[src/rtl/result_display_pkg.sv]
// Shared constants for the result display block.
//   DIGITS / SEG_W       : digit count and segment bus width
//   REFRESH_DIV_DEFAULT  : default clock cycles each digit stays lit
//   SEG_TABLE            : active-low {g,f,e,d,c,b,a} codes for hex 0..F
//   page_e               : which half of the held word is shown
package result_display_pkg;

  localparam int unsigned DIGITS              = 4;
  localparam int unsigned SEG_W               = 7;
  localparam int unsigned NIB_W               = 4;
  localparam int unsigned REFRESH_DIV_DEFAULT = 100000;

  typedef logic [SEG_W-1:0] seg_t;

  typedef enum logic {
    PAGE_LOW  = 1'b0,
    PAGE_HIGH = 1'b1
  } page_e;

  localparam seg_t SEG_TABLE [16] = '{
    7'b1000000,  // 0
    7'b1111001,  // 1
    7'b0100100,  // 2
    7'b0110000,  // 3
    7'b0011001,  // 4
    7'b0010010,  // 5
    7'b0000010,  // 6
    7'b1111000,  // 7
    7'b0000000,  // 8
    7'b0010000,  // 9
    7'b0001000,  // A
    7'b0000011,  // b
    7'b1000110,  // C
    7'b0100001,  // d
    7'b0000110,  // E
    7'b0001110   // F
  };

  // Nibble idx of a 16-bit half-word.
  function automatic logic [NIB_W-1:0] select_nibble(input logic [15:0] half,
                                                     input logic [1:0]  idx);
    return half[{idx, 2'b00} +: NIB_W];
  endfunction

endpackage

[src/rtl/result_display_hex_to_7seg.sv]
// Combinational hex digit to seven-segment decoder.
//   hex : 4-bit value 0..F
//   seg : active-low segments {g,f,e,d,c,b,a}
module hex_to_7seg
  import result_display_pkg::*;
(
  input  logic [NIB_W-1:0] hex,
  output logic [SEG_W-1:0] seg
);

  always_comb begin
    seg = SEG_TABLE[hex];
  end

endmodule

[src/rtl/result_display.sv]
// Four-digit multiplexed seven-segment display of a processor result.
//   clk               : system clock, rising edge
//   rst               : asynchronous active-low reset
//   processor_result  : 32-bit word captured when update_display_en is high
//   update_display_en : capture strobe
//   page_sel          : asynchronous page switch (0 = [15:0], 1 = [31:16])
//   seg               : active-low segments of the active digit
//   an                : active-low digit enables, an[0] is the rightmost digit
//   dp                : active-low decimal point, lit on digit 3 of the high page
//   led               : saturating count of accepted updates
module result_display
  import result_display_pkg::*;
#(
  parameter int unsigned REFRESH_DIV = REFRESH_DIV_DEFAULT
) (
  input  logic              clk,
  input  logic              rst,
  input  logic [31:0]       processor_result,
  input  logic              update_display_en,
  input  logic              page_sel,
  output logic [SEG_W-1:0]  seg,
  output logic [DIGITS-1:0] an,
  output logic              dp,
  output logic [15:0]       led
);

  localparam int unsigned     CNT_W    = (REFRESH_DIV > 1) ? $clog2(REFRESH_DIV) : 1;
  localparam logic [CNT_W-1:0] CNT_LAST = CNT_W'(REFRESH_DIV - 1);

  logic [31:0]       hold_q,  hold_d;
  logic [15:0]       led_q,   led_d;
  logic [CNT_W-1:0]  cnt_q,   cnt_d;
  logic [1:0]        scan_q,  scan_d;
  logic              sync1_q, sync1_d;
  page_e             sync2_q, sync2_d;
  logic [SEG_W-1:0]  seg_q,   seg_d;
  logic [DIGITS-1:0] an_q,    an_d;
  logic              dp_q,    dp_d;

  logic [15:0]       shown_half;
  logic [NIB_W-1:0]  nibble;
  logic [SEG_W-1:0]  seg_dec;

  // Digit mux works from the registered hold value, so a fresh capture
  // reaches seg one edge later.
  always_comb begin
    shown_half = (sync2_q == PAGE_HIGH) ? hold_q[31:16] : hold_q[15:0];
    nibble     = select_nibble(shown_half, scan_q);
  end

  hex_to_7seg u_hex_to_7seg (
    .hex (nibble),
    .seg (seg_dec)
  );

  always_comb begin
    hold_d  = hold_q;
    led_d   = led_q;
    cnt_d   = cnt_q + CNT_W'(1);
    scan_d  = scan_q;
    sync1_d = page_sel;
    sync2_d = page_e'(sync1_q);

    if (update_display_en) begin
      hold_d = processor_result;
      if (led_q != '1) begin
        led_d = led_q + 16'd1;
      end
    end

    if (cnt_q == CNT_LAST) begin
      cnt_d  = '0;
      scan_d = scan_q + 2'd1;
    end

    // Segment data, enable and dp all derive from the same scan index and
    // are registered together so the digit switch never shows stale data.
    seg_d = seg_dec;
    an_d  = ~(DIGITS'(1) << scan_q);
    dp_d  = !((scan_q == 2'd3) && (sync2_q == PAGE_HIGH));
  end

  always_ff @(posedge clk or negedge rst) begin
    if (!rst) begin
      hold_q  <= '0;
      led_q   <= '0;
      cnt_q   <= '0;
      scan_q  <= '0;
      sync1_q <= 1'b0;
      sync2_q <= PAGE_LOW;
      seg_q   <= SEG_TABLE[0];
      an_q    <= 4'b1110;
      dp_q    <= 1'b1;
    end else begin
      hold_q  <= hold_d;
      led_q   <= led_d;
      cnt_q   <= cnt_d;
      scan_q  <= scan_d;
      sync1_q <= sync1_d;
      sync2_q <= sync2_d;
      seg_q   <= seg_d;
      an_q    <= an_d;
      dp_q    <= dp_d;
    end
  end

  assign seg = seg_q;
  assign an  = an_q;
  assign dp  = dp_q;
  assign led = led_q;

endmodule

[config.mk]
export PLATFORM = sky130hd
export DESIGN_NAME = result_display
export DESIGN_NICKNAME = d
export VERILOG_FILES = /design/src/rtl/result_display_pkg.sv /design/src/rtl/result_display_hex_to_7seg.sv /design/src/rtl/result_display.sv
export SDC_FILE = /design/constraint.sdc
export NUM_CORES = 1
export LEC_CHECK = 0
export ABC_AREA = 1
export BUFFER_PORTS_ARGS = -buffer_cell sky130_fd_sc_hd__buf_2
export CORE_ASPECT_RATIO = 0.5
export CORE_MARGIN = 2
export CORE_UTILIZATION = 28
export DETAILED_ROUTE_END_ITERATION = 8
export GPL_TIMING_DRIVEN = 0
export PLACE_DENSITY = 0.48
export SKIP_LAST_GASP = 1
export SLEW_MARGIN = 25
export SYNTH_ARGS = -nofsm -noshare
export SYNTH_HDL_FRONTEND = slang
export SYNTH_SLANG_ARGS = --single-unit
[constraint.sdc]
create_clock -name clk -period 2.9 [get_ports clk]
set_clock_uncertainty 0.1 [all_clocks]
set_input_delay 0.435 -clock clk [delete_from_list [all_inputs] [get_ports clk]]
set_output_delay 0.435 -clock clk [all_outputs]
set_load 0.01 [all_outputs]
# Word level (Yosys, flattened, before mapping)
# Memories as Yosys holds them, arrays and structs flattened. A register that Yosys moved wholly into a read port is not among the register bits.
# Cells that the tools add are included.
# totals
rom_bits	112
wordCells	25
latch_bits	0
in_bits	36
memories	1
register_bits	74
output_inout_bits	28
ram_bits	0
# op_classes
n_shift	2
n_eq_ne	3
mux	2
reduce_logical	4
n_addsub	3
magnitude_cmp	0
bitwise	2
n_div	0
mul	0
# memory_table
memory	depth	word_bits	read_ports	rd_ports_with_merged_regs	wr	line	text
(name not given)	16	7	1	1	0	result_display_hex_to_7seg.sv:12	seg = SEG_TABLE[hex];
# op_table
op	n
17-bit by 1-bit adder with 17-bit output (second input constant)	1
17-bit equality test (second input constant)	1
17-bit two-way mux	1
16-bit by 1-bit adder with 16-bit output (second input constant)	1
16-bit two-way mux	1
16-bit != test (second input constant)	1
16-bit by 5-bit variable part select with 4-bit output	1
4-bit inverter with 5-bit output	1
4-bit inverter	1
1-bit by 2-bit << shifter with 4-bit output (first input constant)	1
2-bit by 1-bit adder with 2-bit output (second input constant)	1
2-bit equality test (second input constant)	1
1-bit logical NOT	2
2-bit AND reduction	1
1-bit logical AND	1

# Depth between registers and ports, before layout
# logic_depth
word_depth	3
ltp_mapped	12
mapped_depth_nobuf	11

# By module
# From an unflattened synthesis, not the netlist that was laid out.
# unflattened
cells_unflattened	539
area_unflattened_um2	4167.7
# modules_own_cells
mod	seq_area_each_um2	cells_each	instances	area_per_inst_um2
result_display	2033.2	490	1	3893.7
hex_to_7seg	0.0	49	1	274.0

# Worst setup path after synthesis
# No wires, ideal clock.
# synth_timing
path_type	register to register
start	reg sync2_q
end	reg seg_q[5] (netlist: seg[5])
path_stages_with_launch	13
synth_period_minus_slack_ps	1711
required_time_ps	2683
t_arrival_ps	1494
n_path_buf	1
setup_slack_ps	1189
setup_time_ps	117
cell_sequence	dfrtp_1 > inv_2 > buf_2 > nand2_1 > nand3_1 > nand3_1 > nand2_1 > inv_1 > ha_1 > nand3_1 > nand2_1 > nand2_1 > nand2_1
# synth_between
elab_chain_len	3
# synth_rtl
element	line	text
start: declaration	result_display.sv:35	page_e sync2_q, sync2_d;
start signal: assignment	result_display.sv:100	sync2_q <= sync2_d;
16-bit two-way mux	result_display.sv:47	shown_half = (sync2_q == PAGE_HIGH) ? hold_q[31:16] : hold_q[15:0];
16-bit by 5-bit variable part select with 4-bit output	result_display_pkg.sv:42	return half[{idx, 2'b00} +: NIB_W];
4-bit inverter with 5-bit output (not written as such)	result_display_hex_to_7seg.sv:12	
end: declaration	result_display.sv:36	logic [SEG_W-1:0] seg_q, seg_d;
# Every way passes these cells.
# A chain may end at the register's enable or synchronous reset.

# Worst setup path after layout
# layout_timing
start	reg scan_q[0]
end	reg seg_q[5] (netlist: seg[5])
# layout_between
elab_chain_len	2
# layout_rtl
element	line	text
start: declaration	result_display.sv:33	logic [1:0] scan_q, scan_d;
start signal: assignment	result_display.sv:98	scan_q <= scan_d;
16-bit by 5-bit variable part select with 4-bit output	result_display_pkg.sv:42	
4-bit inverter with 5-bit output (not written as such)	result_display_hex_to_7seg.sv:12	
# Every way passes these cells.

==> impl_metrics.ini <==
[status]
status = complete, no violations

[finish]
final_area_um2 = 5090
drive_gt1_share_pct = 18.5
finish.utilization_pct = 35.1
antenna_cells = 0
nNetsFinal = 638
fin_cells = 793
synthToLayoutAreaGrowth_pct = 22.4

[placed_design]
pre_cts_ws_ps = 861
port-buffer-count = 62
dp_hpwl_um = 7730
gp_congestion = 0.825
placedInstanceArea_um2 = 4750
dp.cells = 776

[logic_synthesis]
syn_nets = 563
synthCells = 515
synth_common_cells = 159 x nand2_1, 76 x dfrtp_1, 68 x inv_1
synth_area_leaders = dfrtp_1 46%, nand2_1 14%, inv_1 6.1%
synth_edf_count = 0
synthArstFlopShare_pct = 100
synth_seq_cells = 81
synth_warnings = 0
yosysTopAreaCell = dfrtp_1
synthFlopType = dfrtp_1
synth_cell_types = 29
synth_top_area_share_pct = 45.7
synth_area_um2 = 4160
postSynthAreaPerCell_um2 = 8.08
ys_seq_area_share_pct = 48.9
synth_most_common_cell = nand2_1

[timing]
hold_viol = 0
period_share_pct = 71.3
max_freq_ghz = 0.484
relSlewSlack_pct = 62.7
maxSlewViolCount = 0
whs_ps = 103
setup_slack_ps = 833
finalSetupTns_ps = 0
finalCriticalPeriod_ps = 2070
rsz0062_at_grt = false
finalSetupViolCount = 0
worst_pin_slew_ps = 555

[floorplan]
die_h_um = 90.2
rows = 31
core_area_um2 = 14500
initial_core_util_pct = 28.7
io_pins = 64
die_area_um2 = 15900
die_w_um = 176

[setup_path]
worstPathRequired_ps = 3030
max_stage_delay_ps = 370
endpoint_kind = flip-flop
worstSetupPathType = flip-flop to flip-flop
reg2reg_slack_ps = 830
crit_family = simple AND/OR/NAND/NOR gates
cp_cell_sequence = buf_2 -> inv_2 -> nand3_1 -> nand3_1 -> nand2_1 -> inv_1 -> ha_1 -> nand3_1 -> nand2_1 -> nand2_1 -> nand2_1
crit_fanout = 11
slowest_stage = dfrtp_1
critPathArrivalTime_ps = 2200
cp_common_cell = nand2_1
startpoint_type = flip-flop
path_buf_inv = 3

[drt]
first_pass_iters = 4
drtIter0Drc = 186
drt-wirelength-per-cell_um = 12.9
vias_per_cell = 4.41
route.vias.total = 3495
wl_met3_um = 455
ant_nets = 0
wirelength_um = 10200
maxUsedRoutingLayer = met4
post-route-drc-count = 0
drt-met1-wl_um = 5060
met2_length_um = 4550

[clock_network]
post-cts-setup-buffers = 0
clk_path_buf_depth = 2
clkTransAtPathRegs_ps = 60
cts_root_buffer = clkbuf_16
cts_tree = done
numCtsBuffers = 9
h-tree-depth = 3
hold_buffers = 1
insertion_delay_ps = 340
ctsResizeCount = 0
cts_sinks = 81

[power_and_ir_drop]
ir_drop_mv = 0.273
leakage_nw = 2.59
power.total_mw = 3.01
p_per_area_nw_per_um2 = 592

[flow_run]
max-cap-violations = 0

[global_routing]
grt_max_degree = 72
track_usage_pct = 14.0
grt_pass1_wl_um = 17500
grt_pass1_vias = 3421
antenna_found_initial = 0
grt_overflow = 0

[min_path]
hold_path_class = primary input to flip-flop
[cell families after synthesis]
| kind of cell | share of synthesized area [%] |
|---|---|
| multiplexers | 1.08 |
| AO/OA/AOI/OAI | 6.25 |
| AND/OR/NAND/NOR | 27.5 |
| XOR/XNOR | 4.42 |
| buffers and inverters | 8.30 |
| flip-flops | 48.9 |
| adder cells (fa/ha/maj) | 3.61 |
[state kept, by name (all words and copies together) (netlist names), 2 cells and up]
| name | flops |
|---|---|
| scan_q | 2 |
| hold_q | 32 |
| cnt_q | 17 |
| led | 16 |
| seg | 7 |
| an | 4 |
[metal layers]
metal	vias to the layer above	GRT usage, %
met5	-	0
met4	0	4.20
met3	15	4.23
met2	61	21.4
met1	1649	19.1
li1	1770	-
[where the power goes]
part	switching, mW	total (mW)	internal, mW
logic	0.265	0.442	0.177
registers	0.0841	1.31	1.23
clock network	0.458	1.26	0.801
[path summary, 6_finish.rpt]
path / endpoint / start / cells past startpoint
max in group asynchronous: seg[6] / rst / 3
min: sync1_q / page_sel / 1
max: seg[5] / scan_q[0] / 11
min in group asynchronous: hold_q[22] / rst / 2
max reg2reg: seg[5] / scan_q[0] / 11
min reg2reg: sync2_q / sync1_q / 0
[placed cells by master, fill, tap and decap left out, types with 4 or more instances in the layout]
cell and n:
inv_1 68, dfrtp_1 76, nand3_2 5, nor2_1 22, clkbuf_16 9, clkbuf_1 7, o211ai_1 4, a21oi_1 6
mux2_2 4, o21ai_0 40, buf_2 65, xor2_1 12, nand3_1 49, nand4_1 9, xnor2_1 9, dfstp_2 5
inv_2 4, nand2_1 159, nor3_1 9, ha_1 12
[layout make-up]
| type | instances | area (um^2) |
|---|---|---|
| clock inverter | 4 | 75.1 |
| buffer | 13 | 68.8 |
| multi-input combinational | 348 | 1780 |
| inverter | 73 | 277 |
| timing repair buffer | 64 | 354 |
| fill | 1536 | 9410 |
| tap | 198 | 248 |
| sequential | 81 | 2030 |
| clock buffer | 12 | 256 |
Note: power is estimated with default switching activity, not from simulation.
